**src/rtl/irq_encode16.sv**
```systemverilog
// Registered 16-to-4 priority encoder with pending latch and valid/ack handshake.
// One lane per request line holds the synchroniser, edge detect and pending bit.

module irq_encode16_lane #(
  parameter bit EDGE = 1'b1
) (
  input  logic clk,
  input  logic resetl,
  input  logic reqn,
  input  logic gn,
  input  logic clr,
  output logic pend
);
  logic req_s, req_d;

  always_ff @(posedge clk or negedge resetl) begin
    if (!resetl) begin
      req_s <= 1'b0;
      req_d <= 1'b0;
      pend  <= 1'b0;
    end else begin
      req_s <= ~reqn & ~gn;
      req_d <= req_s;
      // a fresh edge in the same cycle as the ack clear must survive
      if (EDGE) pend <= (req_s & ~req_d) | (pend & ~clr);
      else      pend <= req_s;
    end
  end
endmodule

module irq_encode16 #(
  parameter bit EDGE      = 1'b1,
  parameter bit PRIO_HIGH = 1'b0
) (
  input  logic        clk,
  input  logic        resetl,
  input  logic [15:0] reqn,
  input  logic        gn,
  input  logic [15:0] mask,
  input  logic        ack,
  output logic [3:0]  code,
  output logic        valid,
  output logic        anyn
);
  localparam int NUM_LANES = 16;
  localparam int IDX_W     = 4;

  typedef enum logic [1:0] {IDLE, PRESENT, GAP} state_t;

  state_t               state, state_nxt;
  logic [NUM_LANES-1:0] pend, sel, clr;
  logic [IDX_W-1:0]     idx, code_nxt;
  logic                 valid_nxt, ack_take;

  assign ack_take = (state == PRESENT) & ack;
  assign sel      = pend & ~mask;
  assign anyn     = ~|sel;

  for (genvar i = 0; i < NUM_LANES; i++) begin : g_lane
    assign clr[i] = ack_take & (code == IDX_W'(i));
    irq_encode16_lane #(.EDGE(EDGE)) u_lane (
      .clk    (clk),
      .resetl (resetl),
      .reqn   (reqn[i]),
      .gn     (gn),
      .clr    (clr[i]),
      .pend   (pend[i])
    );
  end

  // last match in scan order wins
  always_comb begin
    idx = '0;
    if (PRIO_HIGH) begin
      for (int i = 0; i < NUM_LANES; i++)
        if (sel[i]) idx = IDX_W'(i);
    end else begin
      for (int i = NUM_LANES-1; i >= 0; i--)
        if (sel[i]) idx = IDX_W'(i);
    end
  end

  always_comb begin
    state_nxt = state;
    code_nxt  = code;
    valid_nxt = valid;
    case (state)
      IDLE: begin
        if (|sel) begin
          code_nxt  = idx;
          valid_nxt = 1'b1;
          state_nxt = PRESENT;
        end else begin
          valid_nxt = 1'b0;
        end
      end
      PRESENT: begin
        if (ack) begin
          valid_nxt = 1'b0;
          state_nxt = GAP;
        end
      end
      GAP: begin
        valid_nxt = 1'b0;
        state_nxt = IDLE;
      end
      default: begin
        valid_nxt = 1'b0;
        state_nxt = IDLE;
      end
    endcase
  end

  always_ff @(posedge clk or negedge resetl) begin
    if (!resetl) begin
      state <= IDLE;
      code  <= '0;
      valid <= 1'b0;
    end else begin
      state <= state_nxt;
      code  <= code_nxt;
      valid <= valid_nxt;
    end
  end
endmodule

```
**config.mk**
```make
export PLATFORM = sky130hd
export DESIGN_NAME = irq_encode16
export DESIGN_NICKNAME = d
export VERILOG_FILES = /design/src/rtl/irq_encode16.sv
export SDC_FILE = /design/constraint.sdc
export NUM_CORES = 1
export LEC_CHECK = 0
export BUFFER_PORTS_ARGS = -buffer_cell sky130_fd_sc_hd__buf_2
export CORE_MARGIN = 8
export CORE_UTILIZATION = 54
export CTS_CLUSTER_SIZE = 20
export DETAILED_ROUTE_END_ITERATION = 7
export PLACE_DENSITY = 0.88
export SYNTH_ARGS = -nofsm -noshare
export SYNTH_HDL_FRONTEND = slang
export SYNTH_SLANG_ARGS = --single-unit
```
**constraint.sdc**
```tcl
create_clock -name clk -period 1.98 [get_ports clk]
set_input_delay 0.594 -clock clk [delete_from_list [all_inputs] [get_ports clk]]
set_output_delay 0.594 -clock clk [all_outputs]
set_load 0.05 [all_outputs]
```
==> Word level (Yosys, flattened, before mapping) <==
Index checks and enable logic that the tools add are counted.
{ "totals": {"regBits": 55, "output_inout_bits": 6} }
{ "op_classes": {"n_eq_ne": 18, "n_mux": 22, "n_bitwise": 132, "reduce_logical": 6} }
{ "op_table": {"columns": ["cell", "count"], "rows": [
  ["1-bit AND", 65],
  ["4-bit two-way mux", 16],
  ["1-bit NOT", 49],
  ["4-bit equality test (second input constant)", 8],
  ["16-bit AND", 1],
  ["4-bit by 3-bit equality test with 1-bit output (second input constant)", 4],
  ["16-bit NOT", 1],
  ["1-bit bitwise OR", 16],
  ["16-bit OR reduction", 1],
  ["4-bit by 2-bit equality test with 1-bit output (second input constant)", 2],
  ["4-bit by 1-bit equality test with 1-bit output (second input constant)", 1],
  ["4-bit zero test", 1],
  ["2-bit two-way mux", 2],
  ["2-bit inequality test (second input constant)", 2],
  ["2-bit case mux with 2 select lines", 1],
  ["2-bit AND reduction", 2],
  ["2-bit by 1-bit equality test with 1-bit output (second input constant)", 1],
  ["2-bit zero test", 1],
  ["1-bit two-way mux", 2],
  ["1-bit case mux with 2 select lines", 1],
  ["1-bit zero test", 1]
]} }

==> Depth between registers and ports, before layout <==
Gate-level depths: netlist of the first run.
{ "logic_depth": {"word_depth": 18, "mapped_depth": 5, "depth_no_buf": 5} }

==> By module <==
Synthesis of the first run repeated with hierarchy kept, for this count alone.
{ "unflattened": {"cells_unflattened": 204, "area_unflattened_um2": 2386.0} }
{ "by_module_without_submodules": {"columns": ["mod", "instances", "cells_per_inst", "area_per_inst_um2"], "rows": [
  ["irq_encode16_lane", 16, 7, 98.8],
  ["irq_encode16", 1, 92, 804.5]
]} }

==> Least setup slack after synthesis of the first run <==
No wires, ideal clock.
{ "synth_path": {"path_kind": "input-to-output", "from": "input mask[3]", "to": "output anyn", "t_arrival_ns": 1.532, "path_slack_ns": -0.146, "cell_stages": 4, "cell_sequence": "nand2b_1 -> nor4b_4 -> nand4_4 -> inv_1"} }
{ "synth_via": {"elab_chain_cells": 4} }
{ "synth_rtl": {"columns": ["item", "line", "rtl"], "rows": [
  ["from (decl)", "39", "input logic [15:0] mask,"],
  ["16-bit NOT", "56", "assign sel = pend & ~mask;"],
  ["16-bit AND", "56", null],
  ["16-bit OR reduction", "57", "assign anyn = ~|sel;"],
  ["1-bit zero test", "57", null],
  ["to (decl)", "43", "output logic anyn"]
]} }
No other way between the ends.

==> Worst setup path in the final report of the first run <==
{ "layout_path": {"from": "register g_lane[8].u_lane.pend", "to": "output anyn"} }
{ "layout_via": {"elab_chain_cells": 3} }
{ "layout_rtl": {"columns": ["item", "line", "rtl"], "rows": [
  ["from (decl)", "12", "output logic pend"],
  ["from (signal assigned)", "25", "if (EDGE) pend <= (req_s & ~req_d) | (pend & ~clr);"],
  ["from (signal assigned)", "26", "else pend <= req_s;"],
  ["16-bit AND", "56", null],
  ["16-bit OR reduction", "57", null],
  ["1-bit zero test", "57", null]
]} }
No other way between the ends.

==> results.py, run 1 <==
metrics = {
    "critical_path": {
        "critPathMaxFanout": 3,
        "r2r_slack_ns": 0.16,
        "rr_startpoint": "g_lane[8].u_lane.pend",
        "crit_family": "simple AND/OR/NAND/NOR gates",
        "reg2reg_depth": 7,
        "cp.required_ns": 1.39,
        "arrival_ns": 1.59,
        "end_kind": "output pin",
        "r2r-end": "code[2]",
        "cpPeakStageDelay_ns": 0.38,
        "crit_buf_inv": 2,
        "crit_path_cell_trace": "nor2b_4, nor4b_4, nand4_4, clkinvlp_4, buf_8",
        "cpMaxStageDelayCell": "dfrtp_1",
        "start_kind": "register",
        "critical_path_class": "register to output pin",
    },
    "clock_network": {
        "path_clk_slew_ns": 0.09,
        "cts.sinks": 55,
        "htreeDepth": 2,
        "clock_latency_ns": 0.30,
        "cts_buffer_depth": 2,
        "cts_tree": "built",
        "numCtsBuffers": 5,
        "cts_root_buffer": "clkbuf_8",
    },
    "timing": {
        "tightest_slew_ns": 0.502,
        "post-route-period-util": 1.10,
        "whs_ns": 0.270,
        "drv_slew": 0,
        "layout_setup_ws_ns": -0.202,
        "setup_viol": 1,
        "skew_ns": 0.00446,
        "hold_viol": 0,
        "layout_min_cycle_time_ns": 2.18,
        "fmax_mhz": 458,
        "slew_headroom": 0.661,
        "rsz0062_at_grt": "yes",
    },
    "floorplan": {
        "io_pins": 42,
        "die_w_um": 80.6,
        "rows": 23,
        "coreArea_mm2": 0.00400,
        "initial_core_util": 0.563,
        "dieArea_mm2": 0.00650,
        "die_h_um": 80.6,
    },
    "finish": {
        "layout-drive-gt1-share": 0.327,
        "fin_util": 0.705,
        "fin_nets": 292,
        "final_cell_mix": "dfrtp_1, buf_2, o21ai_0",
        "area_growth_pct": 25.1,
        "final_common_cell": "dfrtp_1",
        "fill_cells": 275,
        "num_antenna_cells": 0,
        "post-route-cell-area_mm2": 0.00282,
    },
    "detailed_routing": {
        "wl_um": 4530,
        "vias_per_cell": 5.08,
        "drt_pass1_iterations": 4,
        "ant_nets": 0,
        "drt-initial-drc-count": 80,
        "wire_per_inst_um": 14.7,
        "routed-via-count": 1561,
        "route.detailed.drc": 0,
    },
    "placement": {
        "hpwlAfterDp_um": 3470,
        "place_area_mm2": 0.00265,
        "pre_cts_slack_ns": -0.260,
        "io_buffers": 41,
        "place_congestion": 0.876,
    },
    "job": {
        "max_cap_violations": 0,
    },
    "global_route": {
        "antenna_found_initial": 0,
        "gr-total-overflow": 0,
        "grt_pass1_vias": 1663,
        "grt_usage": 0.148,
        "grt_pass1_wl_um": 7360,
        "grt_start_max_net_pins": 56,
    },
    "logic_synthesis": {
        "yosysSeqAreaShare": 0.611,
        "netlist_area_mm2": 0.00225,
        "yosys.area.top_type": "dfrtp_1",
        "synthesis.nets": 229,
        "syn_area_per_cell_um2": 11.7,
        "ys_seq_elements": 55,
        "synth_cells": 193,
        "synth_edf_count": 0,
        "synthArstFlopShare": 1.00,
        "synth_ff_type": "dfrtp_1",
        "yosysWarnings": 0,
        "ys_top_cells_by_area": "dfrtp_1, o21ai_0, nor2b_4",
        "synth_cell_types": 27,
        "synth_top_area_share": 0.611,
    },
    "run_status": {
        "violations": "negative setup slack",
        "status": "finished, violations left",
    },
    "power": {
        "p_leak_nw": 1.34,
        "vdd_drop_max_v": 0.000573,
        "power.density_mw_per_mm2": 1120,
    },
    "hold_path": {
        "worstHoldPathType": "input port to async pin",
    },
}
where the power goes:
| group | internal [mW] | switching (mW) | leakage (nW) |
|---|---|---|---|
| combinational | 0.371 | 0.508 | 0.628 |
| sequential | 1.28 | 0.151 | 0.645 |
| clock | 0.505 | 0.340 | 0.0654 |
synth_stat cells (3+ instances only):
master    number
o31ai_1        3
o21ai_0       28
nor2b_1        8
clkbuf_1       3
nor2b_4        7
nand2_1        5
nor2_1        22
nand3b_1       3
inv_1         18
a21oi_1        7
a211oi_1       3
dfrtp_1       55
nand3_1        4
nand2b_1      10
worst reg2reg max path, cell delays in order (launching register included):
cell     delay, ns
dfrtp_1       0.38
nor2b_4       0.14
nor4b_4       0.37
nand4_4       0.15
buf_4         0.16
buf_4         0.14
nand2_4       0.07
mux2_4        0.30
what timing repair did:
| item | CTS | global route |
|---|---|---|
| endpoints found under the setup margin | 1 | 1 |
| resized for setup | 5 | 0 |
| buffers inserted | 3 | 0 |
| hold buffers | 0 | 0 |
| pin swaps | 3 | 0 |
| cloned | 0 | 0 |
routing by layer:
| metal | track usage | wire (µm) |
|---|---|---|
| met1 | 0.166 | 1860 |
| met2 | 0.254 | 2360 |
| met3 | 0.0469 | 245 |
| met4 | 0.0564 | 61 |
| met5 | 0 | 0 |
registers in the layout, summed over array words and instances, names as in the netlist:
| signal | flops |
|---|---|
| state | 2 |
| g_lane.u_lane.pend | 16 |
| code | 4 |
| g_lane.u_lane.req_d | 16 |
| g_lane.u_lane.req_s | 16 |
| valid | 1 |
logic make-up after synthesis:
kind of cell	Yosys count	share of synthesized area
and+or+nand+nor	69	0.224
DFF	55	0.611
AOI/OAI and AO/OA	46	0.117
buffers and inverters	21	0.0350
muxes	2	0.0133
area by class of cell:
cell class,instances,area (µm²),area share
well taps,50,62.6,0.0222
clock buffers,6,72.6,0.0257
multi-input cells,117,813,0.289
clock inverters,2,60.1,0.0213
repair buffers,59,363,0.129
flip-flops and latches,55,1380,0.488
inverters,18,71.3,0.0253
worst max-delay path by stage:
| stage | startpoint | end | cells past startpoint |
|---|---|---|---|
| after global routing | g_lane[13].u_lane.pend | anyn | 5 |
| final | g_lane[8].u_lane.pend | anyn | 5 |
| after detailed placement | mask[0] | anyn | 6 |
| after global placement | mask[5] | anyn | 6 |
| after CTS | g_lane[12].u_lane.pend | anyn | 5 |
| after floorplan | mask[14] | anyn | 4 |
per-stage QoR:
stage | power, mW | cells | TNS, ns
2_1_floorplan | 2.01 | 193 | -0.0373
3_3_place_gp | 2.27 | 296 | -0.232
3_5_place_dp | 2.32 | 296 | -0.267
4_1_cts | 3.17 | 307 | -0.217
5_1_grt | 3.32 | 307 | -0.320
6_report | 3.16 | 307 | -0.202
Power figures use the tool's default switching activity.
==> run 2: changes to the inputs <==
- CELL_PAD_IN_SITES_DETAIL_PLACEMENT: unset -> 1
- CELL_PAD_IN_SITES_GLOBAL_PLACEMENT: unset -> 1
- CORE_UTILIZATION: 54 -> 43
==> run 2 against run 1 <==
Compared with the run above:
- the run still ends with negative setup slack left
- non-clock buffer count grew 1
- wire length increased by 21%
- global-route usage increased by 0.48 points
- sequential power hardly changed
- highest routed layer unchanged
==> results.py, run 2 (same netlist as run 1, synthesis figures left out) <==
metrics = {
    "run_status": {
        "status": "finished, violations left",
        "violations": "negative setup slack",
    },
    "critical_path": {
        "critPathMaxFanout": 3,
        "end_kind": "output pin",
        "arrival_ns": 1.61,
        "cp.required_ns": 1.39,
        "start_kind": "register",
        "critical_path_class": "register to output pin",
    },
    "global_route": {
        "grt_busiest_layer": "met2",
        "gr-total-overflow": 0,
        "grt_start_max_net_pins": 24,
        "grt_pass1_wl_um": 8930,
        "grt_pass1_vias": 1880,
        "met1_usage": 0.155,
        "grt_usage": 0.153,
        "grt.met2_usage": 0.272,
        "antenna_found_initial": 0,
        "grt_use_met3": 0.0418,
    },
    "timing": {
        "fmax_mhz": 453,
        "skew_ns": 0.00752,
        "fin_setup_tns_ns": -0.228,
        "hold_viol": 0,
        "setup_viol": 1,
        "tightest_slew_ns": 0.515,
        "slew_headroom": 0.656,
        "post-route-period-util": 1.12,
        "drv_slew": 0,
        "rsz0062_at_grt": "yes",
        "layout_min_cycle_time_ns": 2.21,
        "layout_setup_ws_ns": -0.228,
    },
    "floorplan": {
        "die_h_um": 88.4,
        "coreArea_mm2": 0.00507,
        "initial_core_util": 0.444,
        "die_w_um": 88.4,
        "rows": 26,
        "io_pins": 42,
        "dieArea_mm2": 0.00781,
    },
    "job": {
        "max_cap_violations": 0,
    },
    "power": {
        "p_leak_nw": 1.33,
        "p_int_mw": 1.95,
        "power_frac_seq": 0.482,
        "p_total_mw": 3.01,
        "power.density_mw_per_mm2": 1070,
        "vdd_drop_max_v": 0.000541,
        "power_frac_comb": 0.302,
        "switching_share": 0.353,
        "switching_power_mw": 1.06,
        "power_frac_clock": 0.216,
    },
    "detailed_routing": {
        "drt_pass1_iterations": 4,
        "drt-initial-drc-count": 23,
        "wire_per_inst_um": 16.7,
        "vias_per_cell": 5.04,
        "ant_nets": 0,
        "routed-via-count": 1652,
        "wl_um": 5470,
        "route.detailed.drc": 0,
    },
    "finish": {
        "num_antenna_cells": 0,
        "fin_util": 0.554,
        "fin_nets": 293,
        "final_cell_mix": "dfrtp_1, buf_2, o21ai_0",
        "area_growth_pct": 24.8,
        "final_common_cell": "dfrtp_1",
        "layout-drive-gt1-share": 0.337,
        "reg_top3": "g_lane.u_lane.pend x16, g_lane.u_lane.req_d x16, g_lane.u_lane.req_s x16",
    },
    "clock_network": {
        "cts_tree": "built",
        "cts_root_buffer": "clkbuf_8",
        "cts_hold_buf": 0,
        "htreeDepth": 2,
        "path_clk_slew_ns": 0.10,
        "cts.sinks": 55,
        "numCtsBuffers": 5,
        "cts_buffer_depth": 2,
        "clock_latency_ns": 0.31,
    },
    "placement": {
        "io_buffers": 41,
        "hpwlAfterDp_um": 4320,
        "place_congestion": 0.810,
    },
    "hold_path": {
        "worstHoldPathType": "input port to async pin",
    },
}
-- run 2: per-layer routing --
metal	up-vias	part of all wire	wire length, µm
met5	-	0	0
met4	0	0.040	216
met2	41	0.52	2860
met1	823	0.39	2150
met3	15	0.044	238
li1	773	-	-
-- run 2: cell type report --
type,count,area [µm²]
fillers,574,2260
flip-flops and latches,55,1380
multi-input cells,117,821
repair buffers,60,358
well taps,70,87.6
clock buffers,6,82.6
inverters,18,71.3
clock inverters,2,16.3
-- run 2: worst paths after layout --
kind,startpoint,to,slack [ns],cells after the start
min,resetl,g_lane[5].u_lane.pend,0.24,1
min reg2reg,g_lane[4].u_lane.req_s,g_lane[4].u_lane.req_d,0.38,0
max,g_lane[1].u_lane.pend,anyn,-0.23,6
max in group asynchronous,resetl,g_lane[15].u_lane.pend,1.07,2
min in group clk,g_lane[4].u_lane.req_s,g_lane[4].u_lane.req_d,0.38,0
max reg2reg,g_lane[1].u_lane.pend,code[0],0.26,7
-- run 2: what timing repair did --
action,in CTS,in global routing
pin swaps,2,1
gates resized for setup,7,0
setup endpoints to repair,1,1
gates cloned,0,0
setup buffers,1,1
-- run 2: worst max-delay path, cell delays in order, from the launching register on --
cell	delay (ns)
dfrtp_1	0.40
nor2b_4	0.14
nor4b_4	0.25
buf_4	0.17
nand4_4	0.10
clkinvlp_4	0.11
buf_8	0.14
-- run 2: stage by stage --
step           std cells  setup WS, ns  hold slack [ns]  instance area [µm²]
2_1_floorplan        193       -0.0373            0.298                 2260
4_1_cts              327        -0.238            0.250                 2810
5_1_grt              328        -0.298            0.265                 2810
3_5_place_dp         318        -0.285            0.362                 2670
3_3_place_gp         318        -0.242            0.357                 2670
6_report             328        -0.228            0.241                 2810
-- run 2: power by group through the flow --
stage                     registers (mW)  clock network (mW)  logic, mW
final                               1.45               0.650      0.908
after global placement              1.44                   0      0.847
after global routing                1.47               0.714      0.989
after floorplan                     1.57                   0      0.444
after CTS                           1.44               0.670      0.918
after detailed placement            1.46                   0      0.896
==> run 3: changes to the inputs <==
- RECOVER_POWER: unset -> 100
==> run 3 against run 2 <==
Compared with the run above:
- the flow still finishes with violations (negative setup slack)
- clock skew about the same
- non-clock buffer count unchanged
- core utilization decreased by 0.39 points
- via count increased by 0.18%
- cell count unchanged
- power decreased by 0.89%
- combinational power decreased by 3.1%
- highest routed layer unchanged
- global-route usage unchanged
- first-iteration DRC count increased by 17%
- wire length decreased by 0.24%
- clock-buffer cell count unchanged
- clock power about the same
==> results.py, run 3 (same netlist as run 1, synthesis figures left out) <==
metrics = {
    "job": {
        "max_cap_violations": 0,
    },
    "clock_network": {
        "htreeDepth": 2,
        "cts_tree": "built",
        "cts.sinks": 55,
        "clock_latency_ns": 0.31,
        "numCtsBuffers": 5,
        "cts_buffer_depth": 2,
        "cts_root_buffer": "clkbuf_8",
        "path_clk_slew_ns": 0.10,
    },
    "timing": {
        "skew_ns": 0.00729,
        "layout_setup_ws_ns": -0.228,
        "layout_min_cycle_time_ns": 2.21,
        "setup_viol": 1,
        "hold_viol": 0,
        "post-route-period-util": 1.12,
        "drv_slew": 0,
        "rsz0062_at_grt": "yes",
        "tightest_slew_ns": 1.21,
        "fin_setup_tns_ns": -0.228,
        "slew_headroom": 0.191,
        "fmax_mhz": 453,
    },
    "finish": {
        "reg_top3": "g_lane.u_lane.pend x16, g_lane.u_lane.req_d x16, g_lane.u_lane.req_s x16",
        "fill_cells": 576,
        "num_antenna_cells": 0,
        "final_cell_mix": "dfrtp_1, buf_2, o21ai_0",
        "regArea_mm2": 0.00138,
        "multiInputGateArea_um2": 810,
        "post-route-cell-area_mm2": 0.00279,
        "area_growth_pct": 23.9,
        "layout-drive-gt1-share": 0.318,
        "fin_nets": 293,
        "final_common_cell": "dfrtp_1",
    },
    "critical_path": {
        "cp.required_ns": 1.39,
        "critical_path_class": "register to output pin",
        "critPathMaxFanout": 3,
        "end_kind": "output pin",
        "start_kind": "register",
        "arrival_ns": 1.61,
    },
    "floorplan": {
        "rows": 26,
        "initial_core_util": 0.444,
        "die_h_um": 88.4,
        "die_w_um": 88.4,
        "dieArea_mm2": 0.00781,
        "io_pins": 42,
        "coreArea_mm2": 0.00507,
    },
    "global_route": {
        "grt_usage": 0.153,
        "gr-total-overflow": 0,
        "antenna_found_initial": 0,
        "grt_pass1_wl_um": 8930,
        "grt_start_max_net_pins": 24,
        "grt_pass1_vias": 1880,
    },
    "detailed_routing": {
        "routed-via-count": 1655,
        "wire_per_inst_um": 16.6,
        "drt_pass1_iterations": 3,
        "vias_per_cell": 5.05,
        "route.detailed.drc": 0,
        "drt-initial-drc-count": 27,
        "ant_nets": 0,
        "wl_um": 5450,
    },
    "placement": {
        "place_congestion": 0.810,
        "place_area_mm2": 0.00267,
        "io_buffers": 41,
        "hpwlAfterDp_um": 4320,
    },
    "power": {
        "vdd_drop_max_v": 0.000540,
        "power.density_mw_per_mm2": 1070,
        "p_leak_nw": 1.32,
    },
    "hold_path": {
        "worstHoldPathType": "register to register",
    },
    "run_status": {
        "violations": "negative setup slack",
        "status": "finished, violations left",
    },
}
[run 3: timing repair]
action                     4_1_cts  5_1_grt
pin swaps                        2        1
setup endpoints to repair        1        1
resized for setup                7        0
cloned                           0        0
hold buffers                     0        0
buffers inserted                 1        1
[run 3: power breakdown]
group	switching (mW)	leakage (nW)	internal, mW
logic	0.525	0.625	0.355
clock network	0.363	0.0474	0.286
registers	0.166	0.645	1.28
[run 3: through the flow]
stage	util	total power, mW	hold WS (ns)	std cells	setup slack (ns)
after floorplan	-	2.01	0.298	193	-0.0373
after global placement	0.527	2.29	0.357	318	-0.242
after detailed placement	0.527	2.36	0.362	318	-0.285
after CTS	0.553	3.03	0.250	327	-0.238
after global routing	0.550	3.15	0.396	328	-0.298
final	0.550	2.98	0.382	328	-0.228
[run 3: area by class of cell]
type	count	share of cell area
sequential	55	0.493
multi-input combinational	117	0.290
timing repair buffer	60	0.125
tap	70	0.0314
clock buffer	6	0.0296
inverter	18	0.0255
clock inverter	2	0.00582
[run 3: final timing paths]
| kind | from | endpoint | slack [ns] | cells after the start |
|---|---|---|---|---|
| setup / recovery | g_lane[7].u_lane.pend | anyn | -0.23 | 5 |
| hold / removal | g_lane[4].u_lane.req_s | g_lane[4].u_lane.req_d | 0.38 | 0 |
| setup reg to reg | g_lane[7].u_lane.pend | code[2] | 0.16 | 6 |
| hold reg to reg | g_lane[4].u_lane.req_s | g_lane[4].u_lane.req_d | 0.38 | 0 |
| max in group asynchronous | resetl | g_lane[15].u_lane.pend | 0.34 | 2 |
| min in group asynchronous | resetl | g_lane[5].u_lane.pend | 0.51 | 1 |
[run 3: worst max-delay path, cell delays in order (launching register included)]
cell	delay [ns]
dfrtp_1	0.39
nor2b_4	0.14
nor4_4	0.36
nand4_4	0.17
clkinvlp_4	0.11
buf_8	0.14
[run 3: metal layers]
| metal | GRT usage | vias up | wire length (µm) |
|---|---|---|---|
| li1 | - | 775 | - |
| met1 | 0.155 | 826 | 2140 |
| met2 | 0.272 | 39 | 2870 |
| met3 | 0.0418 | 15 | 229 |
| met4 | 0.0968 | 0 | 216 |
| met5 | 0 | - | 0 |
